--- src/rtl/imem_loader_pkg.sv ---
// Shared definitions for the instruction-memory boot loader.
// Contents:
//   state_e          loader FSM state encodings
//   LANE_FIRST/LAST  byte-lane positions inside a little-endian 32-bit word
//   csum_update      running XOR checksum step
//   is_stream_state  1 in the states that consume bytes from the host link
package imem_loader_pkg;

    typedef enum logic [2:0] {
        ST_IDLE   = 3'd0,
        ST_LEN_LO = 3'd1,
        ST_LEN_HI = 3'd2,
        ST_DATA   = 3'd3,
        ST_CSUM   = 3'd4,
        ST_DONE   = 3'd5,
        ST_ERR    = 3'd6
    } state_e;

    localparam logic [1:0] LANE_FIRST = 2'd0;
    localparam logic [1:0] LANE_LAST  = 2'd3;

    function automatic logic [7:0] csum_update(input logic [7:0] acc, input logic [7:0] data);
        return acc ^ data;
    endfunction

    function automatic logic is_stream_state(input state_e st);
        logic res;
        case (st)
            ST_LEN_LO, ST_LEN_HI, ST_DATA, ST_CSUM: res = 1'b1;
            default:                                res = 1'b0;
        endcase
        return res;
    endfunction

endpackage

--- src/rtl/imem_loader_if.sv ---
// Host byte link plus IMEM write port of the boot loader.
//   in_valid/in_data/in_ready   byte stream handshake (host -> loader)
//   imem_we/imem_addr/imem_wdata one-cycle word write strobe (loader -> IMEM)
// master = host/memory side, slave = loader side.
interface imem_loader_if #(parameter int ADDR_W = 8);

    logic              in_valid;
    logic [7:0]        in_data;
    logic              in_ready;
    logic              imem_we;
    logic [ADDR_W-1:0] imem_addr;
    logic [31:0]       imem_wdata;

    modport master (
        output in_valid, in_data,
        input  in_ready, imem_we, imem_addr, imem_wdata
    );

    modport slave (
        input  in_valid, in_data,
        output in_ready, imem_we, imem_addr, imem_wdata
    );

endinterface

--- src/rtl/imem_loader_byte_packer.sv ---
// Packs accepted bytes into 32-bit little-endian words.
//   clk, reset   clock, asynchronous active-low reset
//   clear        drop any partial word and restart at lane 0
//   push         one byte accepted this cycle
//   byte_in      the accepted byte
//   word         {byte_in, b2, b1, b0}; meaningful while word_valid
//   word_valid   push of the 4th byte of a word (combinational)
module imem_loader_byte_packer
    import imem_loader_pkg::*;
(
    input  logic        clk,
    input  logic        reset,
    input  logic        clear,
    input  logic        push,
    input  logic [7:0]  byte_in,
    output logic [31:0] word,
    output logic        word_valid
);

    logic [1:0]  lane_r;
    // Only the first three bytes are stored; the fourth is taken straight from byte_in.
    logic [23:0] shift_r;

    // Lane counter and shift register: newest byte enters at the top.
    always_ff @(posedge clk or negedge reset) begin
        if (!reset) begin
            lane_r  <= LANE_FIRST;
            shift_r <= 24'd0;
        end else if (clear) begin
            lane_r  <= LANE_FIRST;
            shift_r <= 24'd0;
        end else if (push) begin
            lane_r  <= lane_r + 2'd1;
            shift_r <= {byte_in, shift_r[23:8]};
        end else begin
            lane_r  <= lane_r;
            shift_r <= shift_r;
        end
    end

    // Word assembly and completion flag.
    always_comb begin
        word       = {byte_in, shift_r};
        word_valid = push & (lane_r == LANE_LAST);
    end

endmodule

--- src/rtl/imem_loader.sv ---
// Boot-time IMEM writer: parses LEN_LO, LEN_HI, 4*N data bytes, CSUM from the
// byte link, writes N little-endian words to consecutive word addresses from 0,
// verifies the XOR checksum and releases the core on success.
//   clk, reset    clock, asynchronous active-low reset
//   start         re-arm from DONE/ERR (ignored elsewhere)
//   bus           byte stream + IMEM write port (slave modport)
//   words_loaded  words written in the current load
//   core_hold     1 keeps the core in reset (0 only in DONE)
//   done, error   load complete and good / overflow or checksum mismatch
module imem_loader
    import imem_loader_pkg::*;
#(
    parameter int ADDR_W = 8
) (
    input  logic            clk,
    input  logic            reset,
    input  logic            start,
    imem_loader_if.slave    bus,
    output logic [ADDR_W:0] words_loaded,
    output logic            core_hold,
    output logic            done,
    output logic            error
);

    localparam logic [16:0] MAX_WORDS = 17'd1 << ADDR_W;

    state_e            state_r, state_next_s;
    logic              accept_s;
    logic [15:0]       len_s;
    logic [7:0]        len_lo_r;
    logic [15:0]       rem_r;
    logic [7:0]        csum_r;
    logic              packer_clear_s;
    logic              data_push_s;
    logic [31:0]       word_s;
    logic              word_valid_s;
    logic              in_ready_r;
    logic              imem_we_r;
    logic [ADDR_W-1:0] imem_addr_r;
    logic [31:0]       imem_wdata_r;
    logic [ADDR_W:0]   words_loaded_r;
    logic              core_hold_r;
    logic              done_r;
    logic              error_r;

    assign accept_s       = bus.in_valid & in_ready_r;
    assign len_s          = {bus.in_data, len_lo_r};
    assign packer_clear_s = (state_r == ST_IDLE);
    assign data_push_s    = accept_s & (state_r == ST_DATA);

    imem_loader_byte_packer u_packer (
        .clk        (clk),
        .reset      (reset),
        .clear      (packer_clear_s),
        .push       (data_push_s),
        .byte_in    (bus.in_data),
        .word       (word_s),
        .word_valid (word_valid_s)
    );

    // FSM state register.
    always_ff @(posedge clk or negedge reset) begin
        if (!reset) begin
            state_r <= ST_IDLE;
        end else begin
            state_r <= state_next_s;
        end
    end

    // FSM next-state logic.
    always_comb begin
        state_next_s = state_r;
        case (state_r)
            ST_IDLE: state_next_s = ST_LEN_LO;
            ST_LEN_LO: begin
                if (accept_s) state_next_s = ST_LEN_HI;
                else          state_next_s = state_r;
            end
            ST_LEN_HI: begin
                if (!accept_s)                   state_next_s = state_r;
                else if ({1'b0, len_s} > MAX_WORDS) state_next_s = ST_ERR;
                else if (len_s == 16'd0)         state_next_s = ST_CSUM;
                else                             state_next_s = ST_DATA;
            end
            ST_DATA: begin
                if (accept_s && (rem_r == 16'd1)) state_next_s = ST_CSUM;
                else                              state_next_s = state_r;
            end
            ST_CSUM: begin
                if (!accept_s)                 state_next_s = state_r;
                else if (bus.in_data == csum_r) state_next_s = ST_DONE;
                else                           state_next_s = ST_ERR;
            end
            ST_DONE, ST_ERR: begin
                if (start) state_next_s = ST_IDLE;
                else       state_next_s = state_r;
            end
            default: state_next_s = ST_IDLE;
        endcase
    end

    // Frame bookkeeping: length capture, remaining-byte counter, XOR accumulator.
    always_ff @(posedge clk or negedge reset) begin
        if (!reset) begin
            len_lo_r <= 8'd0;
            rem_r    <= 16'd0;
            csum_r   <= 8'd0;
        end else begin
            case (state_r)
                ST_IDLE: begin
                    len_lo_r <= 8'd0;
                    rem_r    <= 16'd0;
                    csum_r   <= 8'd0;
                end
                ST_LEN_LO: begin
                    if (accept_s) len_lo_r <= bus.in_data;
                    else          len_lo_r <= len_lo_r;
                end
                ST_LEN_HI: begin
                    // Byte count of the payload; only reached for N <= 2**ADDR_W.
                    if (accept_s) rem_r <= {len_s[13:0], 2'b00};
                    else          rem_r <= rem_r;
                end
                ST_DATA: begin
                    if (accept_s) begin
                        rem_r  <= rem_r - 16'd1;
                        csum_r <= csum_update(csum_r, bus.in_data);
                    end else begin
                        rem_r  <= rem_r;
                        csum_r <= csum_r;
                    end
                end
                default: begin
                    len_lo_r <= len_lo_r;
                    rem_r    <= rem_r;
                    csum_r   <= csum_r;
                end
            endcase
        end
    end

    // IMEM write port and word counter; address is the pre-increment count.
    always_ff @(posedge clk or negedge reset) begin
        if (!reset) begin
            imem_we_r      <= 1'b0;
            imem_addr_r    <= '0;
            imem_wdata_r   <= 32'd0;
            words_loaded_r <= '0;
        end else begin
            imem_we_r <= word_valid_s;
            if (word_valid_s) begin
                imem_addr_r    <= words_loaded_r[ADDR_W-1:0];
                imem_wdata_r   <= word_s;
                words_loaded_r <= words_loaded_r + 1'b1;
            end else if (state_r == ST_IDLE) begin
                imem_addr_r    <= imem_addr_r;
                imem_wdata_r   <= imem_wdata_r;
                words_loaded_r <= '0;
            end else begin
                imem_addr_r    <= imem_addr_r;
                imem_wdata_r   <= imem_wdata_r;
                words_loaded_r <= words_loaded_r;
            end
        end
    end

    // Status outputs registered from the next state so they track the state register exactly.
    always_ff @(posedge clk or negedge reset) begin
        if (!reset) begin
            in_ready_r  <= 1'b0;
            core_hold_r <= 1'b1;
            done_r      <= 1'b0;
            error_r     <= 1'b0;
        end else begin
            in_ready_r  <= is_stream_state(state_next_s);
            core_hold_r <= (state_next_s != ST_DONE);
            done_r      <= (state_next_s == ST_DONE);
            error_r     <= (state_next_s == ST_ERR);
        end
    end

    assign bus.in_ready   = in_ready_r;
    assign bus.imem_we    = imem_we_r;
    assign bus.imem_addr  = imem_addr_r;
    assign bus.imem_wdata = imem_wdata_r;
    assign words_loaded   = words_loaded_r;
    assign core_hold      = core_hold_r;
    assign done           = done_r;
    assign error          = error_r;

endmodule

--- src/flat_wrapper.sv ---
// flat-port wrapper written by rule: the top's interface ports become plain ports
module imem_loader_flat import imem_loader_pkg::*;
#(
    parameter int ADDR_W = 8
)
  (clk, reset, start, words_loaded, core_hold, done, error, bus_in_valid, bus_in_data, bus_in_ready, bus_imem_we, bus_imem_addr, bus_imem_wdata);
  imem_loader_if #(.ADDR_W(ADDR_W)) bus_i ();
  input  logic clk;
  input  logic reset;
  input  logic start;
  output logic [ADDR_W:0] words_loaded;
  output logic core_hold;
  output logic done;
  output logic error;
  input wire logic [$bits(bus_i.in_valid)-1:0] bus_in_valid;
  input wire logic [$bits(bus_i.in_data)-1:0] bus_in_data;
  output wire logic [$bits(bus_i.in_ready)-1:0] bus_in_ready;
  output wire logic [$bits(bus_i.imem_we)-1:0] bus_imem_we;
  output wire logic [$bits(bus_i.imem_addr)-1:0] bus_imem_addr;
  output wire logic [$bits(bus_i.imem_wdata)-1:0] bus_imem_wdata;
  assign bus_i.in_valid = bus_in_valid;
  assign bus_i.in_data = bus_in_data;
  assign bus_in_ready = bus_i.in_ready;
  assign bus_imem_we = bus_i.imem_we;
  assign bus_imem_addr = bus_i.imem_addr;
  assign bus_imem_wdata = bus_i.imem_wdata;
  imem_loader #(.ADDR_W(ADDR_W)) u_core (.clk(clk), .reset(reset), .start(start), .bus(bus_i), .words_loaded(words_loaded), .core_hold(core_hold), .done(done), .error(error));
endmodule
--- config.mk ---
export PLATFORM = sky130hd
export DESIGN_NAME = imem_loader_flat
export DESIGN_NICKNAME = d
export VERILOG_FILES = /design/src/rtl/imem_loader_pkg.sv /design/src/rtl/imem_loader_if.sv /design/src/rtl/imem_loader_byte_packer.sv /design/src/rtl/imem_loader.sv /design/src/flat_wrapper.sv
export SDC_FILE = /design/constraint.sdc
export NUM_CORES = 1
export LEC_CHECK = 0
export BUFFER_PORTS_ARGS = -buffer_cell sky130_fd_sc_hd__buf_2
export CAP_MARGIN = 5
export CELL_PAD_IN_SITES_DETAIL_PLACEMENT = 1
export CELL_PAD_IN_SITES_GLOBAL_PLACEMENT = 2
export CORE_ASPECT_RATIO = 1.1
export CORE_MARGIN = 2
export CORE_UTILIZATION = 35
export CTS_CLUSTER_SIZE = 10
export DETAILED_ROUTE_END_ITERATION = 7
export PLACE_DENSITY_LB_ADDON = 0.1
export SLEW_MARGIN = 0
export SYNTH_ARGS = -nofsm -noshare
export SYNTH_HDL_FRONTEND = slang
export SYNTH_SLANG_ARGS = --single-unit
--- constraint.sdc ---
create_clock -name clk -period 2.3 [get_ports clk]
set_input_delay 0.345 -clock clk [delete_from_list [all_inputs] [get_ports clk]]
set_output_delay 0.345 -clock clk [all_outputs]
set_load 0.005 [all_outputs]
# == Word-level counts from Yosys, hierarchy flattened ==
# Cells that the tools add are included.
# totals
register_bits,115
in_bits,12
out_inout_bits,54
elab_cells,77
# op_classes
addsub,3
n_lt_le_gt_ge,1
n_eq_ne,19
n_mux,23
n_bitwise,4
reduce_logical,13
# op_table
cell,n
24-bit two-way mux,2
16-bit one-hot mux with 3 select lines,1
16-bit two-way mux,2
8-bit one-hot mux with 2 select lines,2
3-bit two-way mux,7
3-bit == test (second input constant),6
9-bit two-way mux,2
3-bit one-hot mux with 6 select lines,1
16-bit by 1-bit == test with 1-bit output (second input constant),1
16-bit by 9-bit > comparator with 1-bit output (second input constant),1
16-bit zero test,1
8-bit two-way mux,2
16-bit by 1-bit subtractor with 16-bit output (second input constant),1
3-bit by 2-bit == test with 1-bit output (second input constant),4
9-bit by 1-bit adder with 9-bit output (second input constant),1
8-bit == test,1
2-bit nonzero test,4
8-bit XOR,1
3-bit by 1-bit == test with 1-bit output (second input constant),2
2-bit two-way mux,3
2-bit by 1-bit inequality test with 1-bit output (second input constant),3
2-bit AND reduction,2
4-bit OR reduction,1
1-bit AND,3
9 further kinds,9

# == Longest topological paths before layout ==
# depth
word_depth,8
mapped_depth,8
ltp_nobuf,8

# == Cells and area by module ==
# Synthesis repeated with hierarchy kept, for this count alone.
# unflattened
hier_cells,462
hier_area_um2,5236.3
# modules_own_cells
module,instances,cells_per_inst,area_per_inst_um2,seq_area_each_um2
imem_loader,1,368,4082.7,2228.4
imem_loader_byte_packer,1,94,1153.6,650.6

# == Least setup slack after synthesis ==
# Ideal clock, no wire load.
# synth_timing
path_type,flip-flop to flip-flop
startpoint,reg u_core.rem_r[11]
endpoint,"reg u_core.in_ready_r, in the netlist u_core.bus.in_ready"
setup_ps,125
arrival_ps,1650
required_ps,2175
setup_slack_ps,525
stages_incl_launch_ff,6
path_buffers,0
synth_period_minus_slack_ps,1775
path_cell_list,dfrtp_1 nor4_4 nand2_2 or4_1 and3_4 xor2_1
# synth_via
elab_chain_cells,7
elab_cells_between_ends,10
cone_classes,5 x eq/ne; 3 x mux; 2 x reduce/logical
# synth_lines
item,line,rtl
"start, declared",imem_loader.sv:31,logic [15:0] rem_r;
"start signal, assigned",imem_loader.sv:121,"if (accept_s) rem_r <= {len_s[13:0], 2'b00};"
"start signal, assigned",imem_loader.sv:122,else rem_r <= rem_r;
"start signal, assigned",imem_loader.sv:126,rem_r <= rem_r - 16'd1;
16-bit by 1-bit == test with 1-bit output *,imem_loader.sv:86,if (accept_s && (rem_r == 16'd1)) state_next_s = ST_CSUM;
1-bit logical AND *,imem_loader.sv:86,
3-bit two-way mux *,imem_loader.sv:86,
3-bit one-hot mux with 6 select lines *,imem_loader.sv:73,case (state_r)
"3-bit by 1-bit == test with 1-bit output, or another cell as far along",imem_loader_pkg.sv:28,case (st)
4-bit OR reduction *,imem_loader_pkg.sv:28,
1-bit two-way mux *,imem_loader_pkg.sv:28,
"end signal, assigned",imem_loader.sv:175,in_ready_r <= is_stream_state(state_next_s);
"end, declared",imem_loader.sv:37,logic in_ready_r;
# Mark *: on every way between the ends. The rest lies on a longest branch, timed or not.
# A chain may end at the register's enable or synchronous reset.

# == Final worst setup path ==
# layout_timing
startpoint,reg u_core.state_r[2]
endpoint,"reg u_core.words_loaded_r[4], in the netlist u_core.words_loaded[4]"
# layout_via
elab_chain_cells,4
elab_cells_between_ends,6
cone_classes,1 x eq/ne; 1 x mux; 2 x bitwise; 2 x reduce/logical
# layout_lines
item,line,rtl
"start, declared",imem_loader.sv:27,"state_e state_r, state_next_s;"
"start signal, assigned",imem_loader.sv:66,state_r <= state_next_s;
3-bit by 2-bit == test with 1-bit output,imem_loader.sv:49,assign data_push_s = accept_s & (state_r == ST_DATA);
1-bit AND,imem_loader.sv:49,
1-bit AND,imem_loader_byte_packer.sv:44,word_valid = push & (lane_r == LANE_LAST);
9-bit two-way mux or 2-bit nonzero test (tied branches),-,
"end signal, assigned",imem_loader.sv:154,words_loaded_r <= words_loaded_r + 1'b1;
"end signal, assigned",imem_loader.sv:162,words_loaded_r <= words_loaded_r;
"end, declared",imem_loader.sv:41,logic [ADDR_W:0] words_loaded_r;
# Several ways; a longest one is shown, not always the timed one.

==> key figures <==
Logic synthesis
  • Synthesized Nets: 608
  • Synth warn: 0
  • Post-synth top area cell: dfrtp_1
  • Top cells by area, synth: dfrtp_1 54%, nand2_1 14%, o21ai_0 4.3%, a21oi_1 3.4%, nand3_1 2.1%
  • Ys flop type: dfrtp_1
  • Synth Register Bits: 115
  • Mean area per synthesized cell: 8.89 µm²
  • Cell area after synthesis: 5270 µm²
  • Post-synth EDFFs: 0
  • Top cells by count, synth: 203 x nand2_1, 114 x dfrtp_1, 45 x o21ai_0, 36 x a21oi_1, 28 x nor2_1
  • Seq/Total Area, Yosys: 0.547
  • Cells after Synth: 592
  • Synth unique cells: 53
  • Post-synth top area share: 0.542
  • Async set or reset register ratio after synthesis: 1.00
  • Most common cell in the synthesized netlist: nand2_1

Clock network
  • TritonCTS Buffers: 17
  • CTS Buffer Depth: 2
  • CTS tree: yes
  • CTS H-tree lvls: 4
  • CTS Root Cell: clkbuf_16
  • Clk slew on worst S/H paths: 0.05 ns
  • CTS Sinks: 115
  • Setup bufs post-CTS: 0
  • Clock Latency Late Sink: 0.42 ns

Worst setup path
  • Worst setup path endpoint: u_core.words_loaded[4]$_DFFE_PN0P_
  • Critical Path Max Stage Delay: 0.47 ns
  • Worst Path Arrival: 2.35 ns
  • Critical Path Source: u_core.state_r[2]$_DFF_PN0_
  • R2R cell count: 7
  • FF-to-FF End: u_core.words_loaded[4]$_DFFE_PN0P_
  • R2r startpoint: u_core.state_r[2]$_DFF_PN0_
  • Worst path cell trace: nand3b_4 -> nor2_2 -> nand2_1 -> inv_1 -> nor2_1 -> o21ai_1 -> o31ai_1
  • Crit path depth: 7
  • Req. time, crit path: 2.59 ns
  • R2R setup slack: 0.24 ns
  • Buf/Inv on CP: 1
  • Worst Path Class, Setup: reg2reg
  • Startpoint types: flop
  • Setup crit end kind: flop
  • Largest delay share family, worst path: simple AND/OR/NAND/NOR gates
  • CP Max Fanout: 15
  • Slowest CP cell: dfrtp_1

STA
  • Final hold violations: 0
  • Max Clk Rate: 0.486 GHz
  • Final slew viol count: 0
  • Slew HR: 0.315
  • Worst Hold Slack: 0.254 ns
  • Final worst slack: 0.243 ns
  • Fin Setup TNS: 0 ns
  • RSZ-0062 raised after global routing: false
  • Finish-stage setup viols: 0
  • Fin crit share: 0.894
  • Fin crit period: 2.06 ns
  • Clock Skews: 0.00716 ns
  • Worst-Margin Slew: 1.03 ns

Place
  • Place WS: 0.111 ns
  • DP Wirelength: 9.93 mm
  • GPL Wtd Cong: 0.794
  • Port Buffers: 65

Cells and area
  • Ant diodes: 0
  • Synthesis-to-finish area growth: 24.4%
  • # nets final: 680
  • Layout cells sized above 1: 0.196
  • Final core utilization: 0.440

Die
  • IO Pins: 66
  • Full die area: 16000 µm²
  • Initial Util: 0.354
  • Die width: 121 µm
  • Die H: 133 µm
  • Row Count: 47
  • Core area: 14900 µm²

Routing
  • Drt total wl: 14.8 mm
  • Routed length per instance: 17.0 µm
  • Via density: 5.09
  • First-pass DRT Iterations: 4
  • DRT antenna net count: 0
  • 1st-iter DRT viols: 200
  • Routed vias: 4443
  • DRC: 0

Pwr
  • Leakage: 3.33 nW
  • PwrDens: 1270 nW/µm²
  • Total Power: 8.31 mW
  • IR drop worst, VDD: 551 µV

Outcome
  • Run status: complete, no violations

Min path
  • Type of the most critical hold path: in2reg
  • Hold Path Origin: bus_in_data[7]

Global routing
  • Gr usage total: 0.197
  • Largest net degree at the start of global routing: 46
  • Initial antenna violation count: 0
  • First-pass GRT wire length: 24.4 mm
  • Vias in the first global route: 4636
  • Grt ovf: 0

Job
  • Max_cap viols: 0
-- how the worst min path moves through the flow --
stage / endpoint / slack [ns] / cells past startpoint
floorplan: u_core.bus.imem_addr[0]$_DFFE_PN0P_ / 0.05 / 0
global placement: u_core.bus.imem_wdata[8]$_DFFE_PN0P_ / 0.32 / 1
detailed placement: u_core.bus.imem_wdata[7]$_DFFE_PN0P_ / 0.33 / 1
CTS: u_core.u_packer.shift_r[23]$_DFFE_PN0P_ / 0.23 / 3
global route: u_core.u_packer.shift_r[23]$_DFFE_PN0P_ / 0.25 / 3
finish: u_core.bus.imem_wdata[31]$_DFFE_PN0P_ / 0.25 / 3
-- kinds of logic after synthesis --
group	share of synthesized area
simple gates	0.271
fa+ha+maj	0.00951
flops	0.547
xor+xnor	0.00998
mux	0.0183
buf+inv	0.0328
compound gates	0.111
-- where the power goes --
part | switching, mW | internal, mW
combinational | 1.60 | 0.879
clock | 0.917 | 2.06
sequential | 0.420 | 2.43
-- through the flow --
step | std cells | cell area [µm²]
3_3_place_gp | 840 | 5870
2_1_floorplan | 592 | 5270
3_5_place_dp | 840 | 5870
6_report | 873 | 6550
5_1_grt | 873 | 6550
4_1_cts | 873 | 6550
-- cells in the final DEF, fill, tap and decap left out, types with 5 or more instances in the layout --
| master | count |
|---|---|
| dfrtp_1 | 114 |
| clkbuf_8 | 5 |
| buf_4 | 18 |
| nand3_1 | 22 |
| buf_2 | 64 |
| a21oi_1 | 36 |
| mux2_2 | 5 |
| nor2b_1 | 17 |
| o21ai_0 | 45 |
| nor2_1 | 27 |
| inv_1 | 8 |
| o21ai_1 | 6 |
| clkbuf_16 | 17 |
| nor4_1 | 8 |
| nand2_1 | 203 |
| nor3_1 | 8 |
| bufinv_16 | 5 |
| xor2_1 | 5 |
-- flip-flops by register name (all words and copies together), names as in the netlist --
register,count
u_core.words_loaded,9
u_core.bus.imem_addr,8
u_core.state_r,3
u_core.core_hold,1
u_core.len_lo_r,8
u_core.csum_r,8
u_core.u_packer.lane_r,2
u_core.bus.imem_we,1
u_core.rem_r,16
u_core.u_packer.shift_r,24
u_core.error,1
u_core.bus.imem_wdata,32
u_core.bus.in_ready,1
u_core.done,1
-- worst register-to-register path: cells and delay by family, from the launching register on --
kind                   cells  cell delay [ns]
AOI/OAI and AO/OA          2             0.27
DFF                        1             0.47
and+or+nand+nor            4             0.71
buffers and inverters      1             0.47
-- metal layers --
layer | share of wire | global-route usage | wire length, µm
met5 | 0 | 0 | 0
met4 | 0.017 | 0.0743 | 256
met3 | 0.039 | 0.0491 | 582
met2 | 0.50 | 0.327 | 7430
met1 | 0.44 | 0.246 | 6550
-- layout make-up --
type / instances / area (µm²)
repair buffers: 85 / 505
fillers: 1755 / 8330
inverters: 8 / 30.0
flip-flops and latches: 115 / 2880
multi-input cells: 437 / 2220
clock buffers: 24 / 502
clock inverters: 8 / 170
well taps: 196 / 245
-- repair_timing --
action,CTS,global route
endpoints found under the setup margin,0,1
hold buffers,1,0
endpoints found under the hold margin,28,0
resized for setup,0,1
Note: power is estimated with default switching activity, not from simulation.
